`config.mk`:
```
export PLATFORM = sky130hd
export DESIGN_NAME = tempo_clock_divider
export DESIGN_NICKNAME = d
export VERILOG_FILES = /design/src/rtl/tempo_clock_divider.sv
export SDC_FILE = /design/constraint.sdc
export NUM_CORES = 1
export LEC_CHECK = 0
export ABC_CLOCK_PERIOD_IN_PS = 15900
export BUFFER_PORTS_ARGS = -buffer_cell sky130_fd_sc_hd__buf_2
export CELL_PAD_IN_SITES_DETAIL_PLACEMENT = 1
export CELL_PAD_IN_SITES_GLOBAL_PLACEMENT = 1
export CORE_MARGIN = 1.5
export CORE_UTILIZATION = 35
export DETAILED_ROUTE_END_ITERATION = 8
export PLACE_DENSITY_LB_ADDON = 0.1
export SYNTH_ARGS = -nofsm -noshare
export SYNTH_HDL_FRONTEND = slang
export SYNTH_SLANG_ARGS = --single-unit
export TNS_END_PERCENT = 10
```
`constraint.sdc`:
```
create_clock -name clk -period 15.9 [get_ports clk]
set_input_delay 3.18 -clock clk [delete_from_list [all_inputs] [get_ports clk]]
set_output_delay 3.18 -clock clk [all_outputs]
set_load 0.02 [all_outputs]
```
`src/rtl/tempo_clock_divider.sv`:
```
// tempo_clock_divider
//   Multi-channel, runtime-programmable clock divider for beat and tempo timing.
//   Each channel counts enabled clk cycles up to its active divisor N and, on the
//   terminal count, emits a one-cycle tick and toggles a square out_clk, giving
//   an out_clk period of 2*N cycles. A new divisor is staged in pending_div and
//   only adopted at a terminal count, so out_clk never shows a runt pulse.
//   A sync pulse restarts every channel in phase.
//
//   Optional feature macro: TICK_COUNT_EN
//     defined   -> tick_cnt port with a wrapping 16-bit tick counter per channel
//     undefined -> tick_cnt port and logic are omitted
//
//   Divisor write interface: div_wr is a single-cycle strobe with no back-pressure.
//   When div_wr is high at a clk edge, div_val is captured for channel div_ch.
//   Writes to channels >= NUM_CH are silently dropped.
module tempo_clock_divider #(
  parameter int NUM_CH      = 4,
  parameter int CNT_W       = 24,
  parameter int DEFAULT_DIV = 1000000,
  localparam int CH_W       = (NUM_CH > 1) ? $clog2(NUM_CH) : 1
) (
  input  logic                   clk,
  input  logic                   resetn,
  input  logic                   enable,
  input  logic                   sync,
  input  logic                   div_wr,
  input  logic [CH_W-1:0]        div_ch,
  input  logic [CNT_W-1:0]       div_val,
  output logic [NUM_CH-1:0]      tick,
`ifdef TICK_COUNT_EN
  output logic [16*NUM_CH-1:0]   tick_cnt,
`endif
  output logic [NUM_CH-1:0]      out_clk
);

  localparam logic [CNT_W-1:0] DEF_DIV  = CNT_W'(DEFAULT_DIV);
  localparam logic [CH_W:0]    NUM_CH_V = (CH_W+1)'(NUM_CH);
  localparam logic [CNT_W-1:0] ONE      = CNT_W'(1);

  logic [CNT_W-1:0] cnt         [NUM_CH];
  logic [CNT_W-1:0] active_div  [NUM_CH];
  logic [CNT_W-1:0] pending_div [NUM_CH];
  logic [CNT_W-1:0] next_div    [NUM_CH];
  logic [NUM_CH-1:0] wr_hit;
  logic [NUM_CH-1:0] term;
  logic [NUM_CH-1:0] halted;

  // Decode the write per channel and form the divisor a terminal count would adopt.
  always_comb begin
    for (int c = 0; c < NUM_CH; c++) begin
      wr_hit[c]   = div_wr && ({1'b0, div_ch} < NUM_CH_V) && (div_ch == CH_W'(c));
      next_div[c] = wr_hit[c] ? div_val : pending_div[c];
      halted[c]   = (active_div[c] == '0);
      term[c]     = !halted[c] && (cnt[c] == active_div[c] - ONE);
    end
  end

  // Per-channel divider state: reset, then sync, then terminal count / write, else hold.
  always_ff @(posedge clk) begin
    for (int c = 0; c < NUM_CH; c++) begin
      if (!resetn) begin
        cnt[c]         <= '0;
        active_div[c]  <= DEF_DIV;
        pending_div[c] <= DEF_DIV;
        tick[c]        <= 1'b0;
        out_clk[c]     <= 1'b0;
      end else if (sync) begin
        cnt[c]         <= '0;
        active_div[c]  <= next_div[c];
        pending_div[c] <= next_div[c];
        tick[c]        <= 1'b0;
        out_clk[c]     <= 1'b0;
      end else begin
        pending_div[c] <= next_div[c];
        if (halted[c]) begin
          // A halted channel sits at zero until it is given a nonzero divisor.
          cnt[c]     <= '0;
          tick[c]    <= 1'b0;
          out_clk[c] <= 1'b0;
          if (wr_hit[c] && (div_val != '0)) begin
            active_div[c] <= div_val;
          end
        end else if (enable) begin
          if (term[c]) begin
            cnt[c]        <= '0;
            tick[c]       <= 1'b1;
            active_div[c] <= next_div[c];
            // Entering halt parks out_clk low instead of toggling.
            out_clk[c]    <= (next_div[c] == '0) ? 1'b0 : ~out_clk[c];
          end else begin
            cnt[c]  <= cnt[c] + ONE;
            tick[c] <= 1'b0;
          end
        end else begin
          tick[c] <= 1'b0;
        end
      end
    end
  end

`ifdef TICK_COUNT_EN
  // Per-channel tick counter; advances on the same edge that raises tick, wraps at 16 bits.
  always_ff @(posedge clk) begin
    for (int c = 0; c < NUM_CH; c++) begin
      if (!resetn || sync) begin
        tick_cnt[16*c +: 16] <= 16'd0;
      end else if (!halted[c] && enable && term[c]) begin
        tick_cnt[16*c +: 16] <= tick_cnt[16*c +: 16] + 16'd1;
      end
    end
  end
`endif

endmodule

```
Yosys cells after proc, flatten, opt, wreduce, memory -nomap -nowiden --
Memories as Yosys holds them, arrays and structs flattened. Index checks and enable logic that the tools add are counted.
Word-level totals: flip-flop bits (word level) 8, RAM bits 288, bits of input ports 31, output and inout bits 8, logic and storage cells 233, memories 3
Cells by class: add/subtract/negate cells 8, equality and inequality tests 7, multiplexer cells 135, bitwise operators 41, reductions and logical operators 34
Memory list:
- active_div | depth 4, width 24, read ports 4, clocked after Yosys merged registers in 0, wr ports 4, RTL line 41 | logic [CNT_W-1:0] active_div [NUM_CH];
- cnt | depth 4, width 24, read ports 4, clocked after Yosys merged registers in 0, wr ports 4, RTL line 40 | logic [CNT_W-1:0] cnt [NUM_CH];
- pending_div | depth 4, width 24, read ports 4, clocked after Yosys merged registers in 0, wr ports 4, RTL line 42 | logic [CNT_W-1:0] pending_div [NUM_CH];
Operators by type and width (count):
- 24-bit 2-to-1 mux | 40
- 24-bit zero test | 8
- 24-bit by 1-bit adder with 24-bit output, second input constant | 4
- 24-bit equality test | 4
- 24-bit by 1-bit subtractor with 24-bit output, second input constant | 4
- 1-bit 2-to-1 mux | 95
- 1-bit OR | 36
- 24-bit nonzero test | 1
- 1-bit logical AND | 12
- 3-bit OR reduction | 4
- 2-bit AND reduction | 4
- 1-bit NOT | 5
- 2-bit equality test, second input constant | 2
- 1-bit zero test | 4
- 2-bit by 1-bit equality test with 1-bit output, second input constant | 1
- 2-bit zero test | 1

Depth between registers and ports, before layout --
Gate-level depths: netlist (run 1).
word-level depth 11, depth in mapped cells 14, depth with buffers taken out 10

Worst setup path before layout (run 1) --
OpenSTA, ideal clock, no wires.
kind input-to-reg, start input enable, end memory active_div[2][0] (enable), library setup time 439 ps, arrival 5266 ps, required time 15461 ps, path slack 10195 ps, stages on the path 3, buffers on the path 0, cell sequence and3_1 > nand4_1 > o21ai_0
RTL lines:
- start, declared | RTL line 24 | input logic enable,
- end, declared | RTL line 41

==> impl_table.tex, run 1 <==
\begin{tabular}{lr}
\hline
Metric & Value \\
\hline
\multicolumn{2}{l}{\textbf{Pwr}} \\
Worst vdd ir & 0.07926 mV \\
Total power & 2.044 mW \\
Static leakage & 7.074 nW \\
Total power density per cell area & 101.7 mW/mm\^{}2 \\
\multicolumn{2}{l}{\textbf{Worst setup path}} \\
Cell with the largest stage delay on the worst path & nand2\_1 \\
Cells along the critical path & buf\_2, inv\_1, nand2\_1, nor2\_1, nand2\_1 \\
Endpoint class of the critical path & flop \\
Arrival time at the worst endpoint & 5850 ps \\
Sum of buffers and inverters on the critical path & 2 \\
Cell repeated most along the worst path & nand2\_1 \\
Family with the most delay on the worst path & simple AND/OR/NAND/NOR gates \\
Crit path max fanout & 24 \\
Kind of critical path & primary input to flop \\
Critical path data required time & 15,940 ps \\
Kind of launch point of the worst setup path & primary input \\
Largest stage delay on the critical path & 820 ps \\
\multicolumn{2}{l}{\textbf{Layout}} \\
Count of placed standard cells in the final layout, fillers left out & 2,541 \\
Flip-flop and latch area & 0.008808 mm\^{}2 \\
Fraction of layout cells with a size suffix above 1 & 0.08935 \\
Commonest cells after routing, fill and taps aside & edfxtp\_1 (288), nand2\_1 (212), nor2\_1 (152) \\
Most common cell after layout, fill and taps aside & edfxtp\_1 \\
Multi-input logic area & 0.008726 mm\^{}2 \\
Layout Nets & 1,879 \\
Antenna diode count & 0 \\
Final design area excluding fillers & 0.02010 mm\^{}2 \\
Share of the core filled with cells & 0.4022 \\
Total of fill cells in the finished design & 5,635 \\
Growth of design area from synthesis to finish & 13.96\% \\
\multicolumn{2}{l}{\textbf{Timing}} \\
Achievable clock frequency & 172.1 MHz \\
Post-route clock skew & 10.99 ps \\
Minimum clock period after layout & 5812 ps \\
Worst max-slew margin expressed relative to the limit & 0.2268 \\
Post-route setup slack & 10,090 ps \\
Setup TNS after final layout & 0 ps \\
Setup repair after global routing missed its margin & no \\
Setup Viol. Count Final & 0 \\
Period utilisation layout & 0.3655 \\
Worst-Margin Slew & 1160 ps \\
Min Hold Slack & 565.9 ps \\
Count of final hold-check violations & 0 \\
Number of max-slew violations in the final report & 0 \\
\multicolumn{2}{l}{\textbf{GRT}} \\
Vias in the first global route & 13,768 \\
Total global routing overflow & 0 \\
Pin count of the biggest net entering global routing & 67 \\
Number of antenna violations at the first check in global routing & 1 \\
First-pass GRT wire length & 81.51 mm \\
Total global-route track usage & 0.2043 \\
\multicolumn{2}{l}{\textbf{Die}} \\
\# IOs & 39 \\
Initial Utilization & 0.3529 \\
Die width & 227.5 um \\
Die H & 227.5 um \\
Area inside the core boundary & 0.04997 mm\^{}2 \\
Total die area & 0.05174 mm\^{}2 \\
Site row count & 82 \\
\multicolumn{2}{l}{\textbf{Drt}} \\
Post-DR wirelength/cell & 20.30 um \\
Starting DRC count in detailed routing & 739 \\
Remaining antenna violation count after routing & 0 \\
First-pass detailed-route iteration total & 5 \\
Total DRC errors in the routed layout & 0 \\
Routed vias/inst & 5.319 \\
Via count & 13,516 \\
Total wirelength of the detailed-routed design & 51.57 mm \\
\multicolumn{2}{l}{\textbf{CTS}} \\
Clk slew on worst S/H paths & 60 ps \\
Post-CTS setup buffers & 0 \\
Number of buffers created by CTS & 38 \\
Number of resized instances in the post-cts repair step & 0 \\
Root buffer cell & clkbuf\_16 \\
CTS max path bufs & 3 \\
Hold bufs inserted after CTS & 0 \\
Clock latency at the later pin of the worst-skew pair & 550 ps \\
Clock H-tree levels & 2 \\
Sinks on Clock Net & 296 \\
CTS tree & built \\
\multicolumn{2}{l}{\textbf{Hold path}} \\
Worst min path class & flop to flop \\
\multicolumn{2}{l}{\textbf{Flow run}} \\
Maximum capacitance violations & 0 \\
\multicolumn{2}{l}{\textbf{Synthesis}} \\
Mapped Area & 0.01763 mm\^{}2 \\
Number of register bits inferred by synthesis & 296 \\
Main synth FF type & edfxtp\_1 \\
Number of enable flip-flop cells after synthesis & 288 \\
Count of different cell masters after synthesis & 77 \\
Share of flip-flops with an asynchronous set or reset after synthesis & 0 \\
Average cell area after synthesis & 10.13 um\^{}2 \\
Seq/Total Area, Yosys & 0.4995 \\
Count of mapped cells out of synthesis & 1,741 \\
Yosys warns & 0 \\
\multicolumn{2}{l}{\textbf{Place}} \\
Cell count after placement & 2,471 \\
Post-placement setup slack & 9493 ps \\
Post-detail-place hpwl & 37.01 mm \\
RD Place Congestion & 0.8041 \\
Instance area at placement & 0.01878 mm\^{}2 \\
\# port buffers & 38 \\
\multicolumn{2}{l}{\textbf{Run status}} \\
Status & finished clean \\
\hline
\end{tabular}
## final timing paths
kind	from	end	slack [ps]	cells past startpoint
hold reg to reg	out_clk[2]$_SDFFE_PP0N_	out_clk[2]$_SDFFE_PP0N_	570	2
hold / removal	out_clk[2]$_SDFFE_PP0N_	out_clk[2]$_SDFFE_PP0N_	570	2
setup reg to reg	active_div[2][0]$_SDFFCE_PN0P_	active_div[2][9]$_SDFFCE_PN1P_	11080	9
setup / recovery	sync	cnt[3][4]$_SDFFCE_PN0P_	10090	5
## worst register-to-register path: stages (launching register included)
cell	delay, ps
edfxtp_1	470
inv_1	120
ha_1	250
or4b_2	670
nor4_1	610
nand2_1	100
or3_1	390
a2111oi_2	420
nand4_1	380
o21ai_2	1030
## report_power, final
group          switching, mW  total, mW  internal (mW)
clock network          0.356      0.906          0.550
registers             0.0499      0.953          0.903
logic                  0.115      0.185         0.0703
total                  0.521       2.04           1.52
## layout make-up
class | instances | share of cell area
inverters | 38 | 0.007098
repair buffers | 48 | 0.01320
multi-input cells | 1417 | 0.4342
clock buffers | 45 | 0.05380
flip-flops and latches | 296 | 0.4383
clock inverters | 25 | 0.01152
well taps | 672 | 0.04184
## routing by layer
metal,up-vias,track usage,part of all wire,wire length [um]
li1,6521,-,-,-
met1,6710,0.2831,0.47,24420
met2,212,0.3326,0.47,24070
met3,73,0.03020,0.036,1844
met4,0,0.05426,0.024,1235
met5,-,0,0,0
## state kept, by name (all words and copies together) (netlist names)
signal	flops
tick	4
pending_div	96
out_clk	4
cnt	96
active_div	96
## kinds of logic (layout without fill, tap and decap cells)
group	Yosys count	in the layout	synth area share
buf+inv	123	156	0.02711
fa+ha+maj	9	9	0.006386
mux	32	32	0.01831
flops	296	296	0.4995
compound gates	220	220	0.09445
simple gates	872	872	0.2606
other cells	1	96	0.0002127
xor+xnor	188	188	0.09338
## cell usage after synthesis (all sizes together) (39+ instances only)
| cell type | n | area share |
|---|---|---|
| nor2 | 153 | 0.033 |
| nor2b | 93 | 0.033 |
| nand2 | 212 | 0.045 |
| xnor2 | 81 | 0.040 |
| nor4 | 69 | 0.026 |
| a21boi | 52 | 0.022 |
| edfxtp | 288 | 0.49 |
| nand3 | 60 | 0.017 |
| nor3 | 67 | 0.019 |
| clkbuf | 72 | 0.015 |
| nand4 | 39 | 0.014 |
| xor2 | 107 | 0.053 |
(Power assumes the default switching activity.)
==> run 2, diff against run 1 <==
--- a/config.mk
+++ b/config.mk
@@ -5,7 +5,7 @@
 export SDC_FILE = /design/constraint.sdc
 export NUM_CORES = 1
 export LEC_CHECK = 0
-export ABC_CLOCK_PERIOD_IN_PS = 15900
+export ABC_CLOCK_PERIOD_IN_PS = 5900
 export BUFFER_PORTS_ARGS = -buffer_cell sky130_fd_sc_hd__buf_2
 export CELL_PAD_IN_SITES_DETAIL_PLACEMENT = 1
 export CELL_PAD_IN_SITES_GLOBAL_PLACEMENT = 1
==> constraint.sdc (replaced) <==
create_clock -name clk -period 5.9 [get_ports clk]
set_input_delay 1.18 -clock clk [delete_from_list [all_inputs] [get_ports clk]]
set_output_delay 1.18 -clock clk [all_outputs]
set_load 0.02 [all_outputs]
==> run 2 against run 1 <==
Compared with the run above: setup slack lost 8800 ps; critical endpoint is now active_div[0][2]$_DFFE_PP_; utilization shrank 0.068 points; critical path type is now flop to flop; global-route usage shrank 0.28 points; via count shrank 0.89%; non-clock buffer count grew 4.
==> impl_table.tex, run 2 (same netlist as run 1, synthesis figures left out) <==
\begin{tabular}{lr}
\hline
Metric & Value \\
\hline
\multicolumn{2}{l}{\textbf{Place}} \\
Instance area at placement & 0.01881 mm\^{}2 (was 0.01878 mm\^{}2) \\
Post-detail-place hpwl & 36.97 mm (was 37.01 mm) \\
RD Place Congestion & 0.8081 (was 0.8041) \\
\# port buffers & 38 (unchanged) \\
\multicolumn{2}{l}{\textbf{Pwr}} \\
Static leakage & 7.061 nW (was 7.074 nW) \\
Total power density per cell area & 269.8 mW/mm\^{}2 (was 101.7 mW/mm\^{}2) \\
Worst vdd ir & 0.2023 mV (was 0.07926 mV) \\
\multicolumn{2}{l}{\textbf{Timing}} \\
Period utilisation layout & 0.7857 \\
Count of final hold-check violations & 0 (unchanged) \\
Setup repair after global routing missed its margin & no (unchanged) \\
Worst max-slew margin expressed relative to the limit & 0.2735 (was 0.2268) \\
Worst-Margin Slew & 1087 ps (was 1160 ps) \\
Post-route clock skew & 13.61 ps (was 10.99 ps) \\
Number of max-slew violations in the final report & 0 (unchanged) \\
Minimum clock period after layout & 4635 ps \\
Setup Viol. Count Final & 0 (unchanged) \\
Setup TNS after final layout & 0 ps (unchanged) \\
Achievable clock frequency & 215.7 MHz \\
\multicolumn{2}{l}{\textbf{GRT}} \\
Vias in the first global route & 13,616 (was 13,768) \\
Number of antenna violations at the first check in global routing & 1 (unchanged) \\
Total global routing overflow & 0 (unchanged) \\
Total global-route track usage & 0.2015 (was 0.2043) \\
Pin count of the biggest net entering global routing & 86 (was 67) \\
First-pass GRT wire length & 80.30 mm (was 81.51 mm) \\
\multicolumn{2}{l}{\textbf{Layout}} \\
Flip-flop and latch area & 0.008808 mm\^{}2 (unchanged) \\
Total of fill cells in the finished design & 5,612 (was 5,635) \\
Layout Nets & 1,883 (was 1,879) \\
Share of the core filled with cells & 0.4015 (was 0.4022) \\
Most common cell after layout, fill and taps aside & edfxtp\_1 (unchanged) \\
Multi-input logic area & 0.008726 mm\^{}2 (unchanged) \\
Final design area excluding fillers & 0.02006 mm\^{}2 (was 0.02010 mm\^{}2) \\
Top Registers & active\_div: 96 flops, cnt: 96 flops, pending\_div: 96 flops (unchanged) \\
Growth of design area from synthesis to finish & 13.77\% (was 13.96\%) \\
Commonest cells after routing, fill and taps aside & edfxtp\_1 (288), nand2\_1 (212), nor2\_1 (152) (unchanged) \\
Fraction of layout cells with a size suffix above 1 & 0.08761 (was 0.08935) \\
\multicolumn{2}{l}{\textbf{Drt}} \\
Total DRC errors in the routed layout & 0 (unchanged) \\
Starting DRC count in detailed routing & 935 (was 739) \\
Post-DR wirelength/cell & 20.08 um (was 20.30 um) \\
Routed vias/inst & 5.264 (was 5.319) \\
Via count & 13,396 (was 13,516) \\
First-pass detailed-route iteration total & 5 (unchanged) \\
Remaining antenna violation count after routing & 0 (unchanged) \\
Total wirelength of the detailed-routed design & 51.10 mm (was 51.57 mm) \\
\multicolumn{2}{l}{\textbf{CTS}} \\
Post-CTS setup buffers & 0 (unchanged) \\
Root buffer cell & clkbuf\_16 (unchanged) \\
Clock H-tree levels & 2 (unchanged) \\
Hold bufs inserted after CTS & 0 (unchanged) \\
Clock latency at the later pin of the worst-skew pair & 550 ps (about the same) \\
Number of resized instances in the post-cts repair step & 0 (unchanged) \\
CTS tree & built (unchanged) \\
Clk slew on worst S/H paths & 60 ps (about the same) \\
CTS max path bufs & 3 (unchanged) \\
Number of buffers created by CTS & 38 (unchanged) \\
Sinks on Clock Net & 296 (unchanged) \\
\multicolumn{2}{l}{\textbf{Worst setup path}} \\
Kind of launch point of the worst setup path & flop (was primary input) \\
Endpoint class of the critical path & flop (unchanged) \\
Arrival time at the worst endpoint & 4800 ps (was 5850 ps) \\
Critical path data required time & 6070 ps (was 15,940 ps) \\
Kind of critical path & flop to flop (was primary input to flop) \\
Crit path max fanout & 24 (unchanged) \\
\multicolumn{2}{l}{\textbf{Die}} \\
Area inside the core boundary & 0.04997 mm\^{}2 (unchanged) \\
Site row count & 82 (unchanged) \\
Total die area & 0.05174 mm\^{}2 (unchanged) \\
Die width & 227.5 um (unchanged) \\
Initial Utilization & 0.3529 (unchanged) \\
Die H & 227.5 um (unchanged) \\
\# IOs & 39 (unchanged) \\
\multicolumn{2}{l}{\textbf{Flow run}} \\
Maximum capacitance violations & 0 (unchanged) \\
\multicolumn{2}{l}{\textbf{Run status}} \\
Status & finished clean (unchanged) \\
\multicolumn{2}{l}{\textbf{Hold path}} \\
Worst min path class & flop to flop (unchanged) \\
\hline
\end{tabular}
## run 2: stage by stage
| stage | power [mW] | setup WS (ps) | instances | hold WS, ps |
|---|---|---|---|---|
| 3_3_place_gp | 3.100 | 1234 | 2475 | 573.9 |
| 5_1_grt | 5.629 | 819.8 | 2544 | 621.9 |
| 4_1_cts | 5.487 | 1179 | 2544 | 595.6 |
| 6_report | 5.413 | 1265 | 2545 | 584.8 |
| 2_1_floorplan | 2.917 | 927.7 | 1836 | 555.9 |
| 3_5_place_dp | 3.111 | 1217 | 2475 | 582.4 |
## run 2: final timing paths
path	from	to	slack, ps	cells after the start
max	active_div[0][0]$_DFFE_PP_	active_div[0][2]$_DFFE_PP_	1260	9
min	out_clk[2]$_SDFFE_PP0N_	out_clk[2]$_SDFFE_PP0N_	580	2
max reg2reg	active_div[0][0]$_DFFE_PP_	active_div[0][2]$_DFFE_PP_	1260	9
min reg2reg	out_clk[2]$_SDFFE_PP0N_	out_clk[2]$_SDFFE_PP0N_	580	2
## run 2: power by group
part           internal [mW]  leakage (nW)  switching [mW]
logic                  0.191          3.36           0.311
clock network           1.41         0.616           0.929
registers               2.43          3.09           0.133
## run 2: per-layer routing
layer / track usage / part of all wire
met3: 0.02723 / 0.033
met1: 0.2793 / 0.48
met5: 0 / 0
met4: 0.06302 / 0.026
met2: 0.3255 / 0.46
## run 2: layout make-up
cell class,count,share of cell area
Antenna cell,1,0.0001247
Clock buffer,56,0.05644
Clock inverter,13,0.005675
Inverter,38,0.007110
Multi-Input combinational cell,1417,0.4350
Sequential cell,296,0.4391
Tap cell,672,0.04191
Timing Repair Buffer,52,0.01472
## run 2: worst max-delay path: stages (launching register included)
cell       delay (ps)
edfxtp_1          500
inv_1             100
ha_1              230
or4b_1            580
nor4_1            760
o211a_1           280
a2bb2oi_1         160
nand4_1           260
nor4_2            560
a211o_1           800
==> run 3, diff against run 2 <==
--- a/config.mk
+++ b/config.mk
@@ -5,7 +5,7 @@
 export SDC_FILE = /design/constraint.sdc
 export NUM_CORES = 1
 export LEC_CHECK = 0
-export ABC_CLOCK_PERIOD_IN_PS = 5900
+export ABC_CLOCK_PERIOD_IN_PS = 3900
 export BUFFER_PORTS_ARGS = -buffer_cell sky130_fd_sc_hd__buf_2
 export CELL_PAD_IN_SITES_DETAIL_PLACEMENT = 1
 export CELL_PAD_IN_SITES_GLOBAL_PLACEMENT = 1
==> constraint.sdc (replaced) <==
create_clock -name clk -period 3.9 [get_ports clk]
set_input_delay 0.78 -clock clk [delete_from_list [all_inputs] [get_ports clk]]
set_output_delay 0.78 -clock clk [all_outputs]
set_load 0.02 [all_outputs]
==> run 3 against run 2 <==
Compared with the run above: combinational power increased by 63%; largest cell class unchanged; clock skew shrank 2.4 ps; first-iteration DRC count fell by 15%.
==> impl_table.tex, run 3 (same netlist as run 1, synthesis figures left out) <==
\begin{tabular}{lr}
\hline
Metric & Value \\
\hline
\multicolumn{2}{l}{\textbf{Die}} \\
\# IOs & 39 (unchanged) \\
Initial Utilization & 0.3529 (unchanged) \\
Area inside the core boundary & 0.04997 mm\^{}2 (unchanged) \\
Die H & 227.5 um (unchanged) \\
Die width & 227.5 um (unchanged) \\
Total die area & 0.05174 mm\^{}2 (unchanged) \\
Site row count & 82 (unchanged) \\
\multicolumn{2}{l}{\textbf{Worst setup path}} \\
Critical path data required time & 4180 ps (was 6070 ps) \\
Cells along the critical path & inv\_1, ha\_1, or4b\_1, or4\_4, o21a\_1, or4\_4, nand3\_2, or4b\_4, a31oi\_4, a22oi\_1 (was inv\_1, ha\_1, or4b\_1, nor4\_1, o211a\_1, a2bb2oi\_1, nand4\_1, nor4\_2, a211o\_1) \\
Crit path max fanout & 7 (was 24) \\
Cell repeated most along the worst path & or4\_4 \\
Family with the most delay on the worst path & simple AND/OR/NAND/NOR gates (unchanged) \\
Endpoint class of the critical path & flop (unchanged) \\
Largest stage delay on the critical path & 570 ps (was 800 ps) \\
Kind of critical path & flop to flop (unchanged) \\
Kind of launch point of the worst setup path & flop (unchanged) \\
Sum of buffers and inverters on the critical path & 1 (unchanged) \\
Arrival time at the worst endpoint & 4060 ps (was 4800 ps) \\
Cell with the largest stage delay on the worst path & or4\_4 (was a211o\_1) \\
\multicolumn{2}{l}{\textbf{CTS}} \\
Clock latency at the later pin of the worst-skew pair & 560 ps (was 550 ps) \\
Sinks on Clock Net & 296 (unchanged) \\
Post-CTS setup buffers & 0 (unchanged) \\
CTS tree & built (unchanged) \\
Root buffer cell & clkbuf\_16 (unchanged) \\
Number of buffers created by CTS & 38 (unchanged) \\
Clk slew on worst S/H paths & 60 ps (about the same) \\
Clock H-tree levels & 2 (unchanged) \\
CTS max path bufs & 3 (unchanged) \\
\multicolumn{2}{l}{\textbf{Pwr}} \\
Total power & 8.295 mW (was 5.413 mW) \\
Total power density per cell area & 402.9 mW/mm\^{}2 (was 269.8 mW/mm\^{}2) \\
Static leakage & 7.353 nW (was 7.061 nW) \\
Worst vdd ir & 0.2436 mV (was 0.2023 mV) \\
\multicolumn{2}{l}{\textbf{Layout}} \\
Antenna diode count & 0 (was 1) \\
Most common cell after layout, fill and taps aside & edfxtp\_1 (unchanged) \\
Growth of design area from synthesis to finish & 16.77\% (was 13.77\%) \\
Commonest cells after routing, fill and taps aside & edfxtp\_1 (288), nand2\_1 (212), nor2\_1 (151) (was edfxtp\_1 (288), nand2\_1 (212), nor2\_1 (152)) \\
Top Registers & active\_div: 96 flops, cnt: 96 flops, pending\_div: 96 flops (unchanged) \\
Count of placed standard cells in the final layout, fillers left out & 2,592 (was 2,545) \\
Layout Nets & 1,930 (was 1,883) \\
Fraction of layout cells with a size suffix above 1 & 0.1188 (was 0.08761) \\
\multicolumn{2}{l}{\textbf{Timing}} \\
Setup Viol. Count Final & 0 (unchanged) \\
Minimum clock period after layout & 3775 ps (was 4635 ps) \\
Worst-Margin Slew & 1306 ps (was 1087 ps) \\
Min Hold Slack & 544.4 ps (was 584.8 ps) \\
Worst max-slew margin expressed relative to the limit & 0.1293 (was 0.2735) \\
Setup TNS after final layout & 0 ps (unchanged) \\
Number of max-slew violations in the final report & 0 (unchanged) \\
Achievable clock frequency & 264.9 MHz (was 215.7 MHz) \\
Post-route setup slack & 125.1 ps (was 1265 ps) \\
Period utilisation layout & 0.9679 (was 0.7857) \\
Setup repair after global routing missed its margin & yes (was no) \\
Post-route clock skew & 11.17 ps (was 13.61 ps) \\
Count of final hold-check violations & 0 (unchanged) \\
\multicolumn{2}{l}{\textbf{Drt}} \\
Remaining antenna violation count after routing & 0 (unchanged) \\
Total DRC errors in the routed layout & 0 (unchanged) \\
First-pass detailed-route iteration total & 7 (was 5) \\
Starting DRC count in detailed routing & 792 (was 935) \\
Total wirelength of the detailed-routed design & 52.58 mm (was 51.10 mm) \\
Routed vias/inst & 5.291 (was 5.264) \\
Via count & 13,714 (was 13,396) \\
Post-DR wirelength/cell & 20.29 um (was 20.08 um) \\
\multicolumn{2}{l}{\textbf{GRT}} \\
Vias in the first global route & 14,020 (was 13,616) \\
Met1 Usage GRT & 0.2863 (was 0.2793) \\
GRT met2 Usage & 0.3364 (was 0.3255) \\
Routing usage on met3 & 0.03059 (was 0.02723) \\
Total global-route track usage & 0.2081 (was 0.2015) \\
Pin count of the biggest net entering global routing & 47 (was 86) \\
Grt peak-use layer & met2 (unchanged) \\
Number of antenna violations at the first check in global routing & 3 (was 1) \\
Total global routing overflow & 0 (unchanged) \\
First-pass GRT wire length & 82.41 mm (was 80.30 mm) \\
\multicolumn{2}{l}{\textbf{Place}} \\
Cell count after placement & 2,522 (was 2,475) \\
RD Place Congestion & 0.8399 (was 0.8081) \\
Post-detail-place hpwl & 38.28 mm (was 36.97 mm) \\
\# port buffers & 38 (unchanged) \\
Post-placement setup slack & 50.82 ps (was 1217 ps) \\
\multicolumn{2}{l}{\textbf{Hold path}} \\
Worst min path class & flop to flop (unchanged) \\
\multicolumn{2}{l}{\textbf{Flow run}} \\
Maximum capacitance violations & 0 (unchanged) \\
\multicolumn{2}{l}{\textbf{Run status}} \\
Status & finished clean (unchanged) \\
\hline
\end{tabular}
==> run 3: stage by stage <==
| step | util | area, um^2 |
|---|---|---|
| after floorplan | - | 17990 |
| after global placement | 0.3851 | 19240 |
| after detailed placement | 0.3851 | 19240 |
| after CTS | 0.4107 | 20520 |
| after global routing | 0.4121 | 20590 |
| final | 0.4121 | 20590 |
==> run 3: routing by layer <==
metal  wire length, um  vias to the layer above
li1                  -                     6616
met2             24120                      196
met4              1397                        6
met5                32                        -
met1             25070                     6817
met3              1969                       79
==> run 3: power by group <==
| part | leakage (nW) | internal [mW] | switching, mW |
|---|---|---|---|
| combinational | 3.64 | 0.321 | 0.495 |
| clock | 0.625 | 2.15 | 1.45 |
| sequential | 3.09 | 3.68 | 0.195 |
==> run 3: worst paths after layout <==
check                             startpoint                          to  slack [ps]  cells past startpoint
hold / removal       out_clk[2]$_SDFFE_PP0N_     out_clk[2]$_SDFFE_PP0N_         540                      2
setup / recovery  active_div[1][0]$_DFFE_PP_  active_div[1][6]$_DFFE_PP_         130                     10
hold reg to reg      out_clk[2]$_SDFFE_PP0N_     out_clk[2]$_SDFFE_PP0N_         540                      2
setup reg to reg  active_div[1][0]$_DFFE_PP_  active_div[1][6]$_DFFE_PP_         130                     10
==> run 3: worst register-to-register path, stage by stage (launching register included) <==
cell and delay, ps:
edfxtp_1 430, inv_1 90, ha_1 160, or4b_1 500, or4_4 570, o21a_1 210
or4_4 510, nand3_2 110, or4b_4 500, a31oi_4 280, a22oi_1 140
==> run 3: what timing repair did <==
item | in CTS | in global routing
resized for setup | 0 | 13
setup endpoints to repair | 0 | 104
hold buffers | 0 | 0
==> run 3: final cells by class <==
class,count,area (um^2)
Clock buffer,50,1120
Timing Repair Buffer,99,726.9
Inverter,38,142.6
Tap cell,672,840.8
Fill cell,5664,29380
Sequential cell,296,8808
Multi-Input combinational cell,1417,8792
Clock inverter,20,158.9
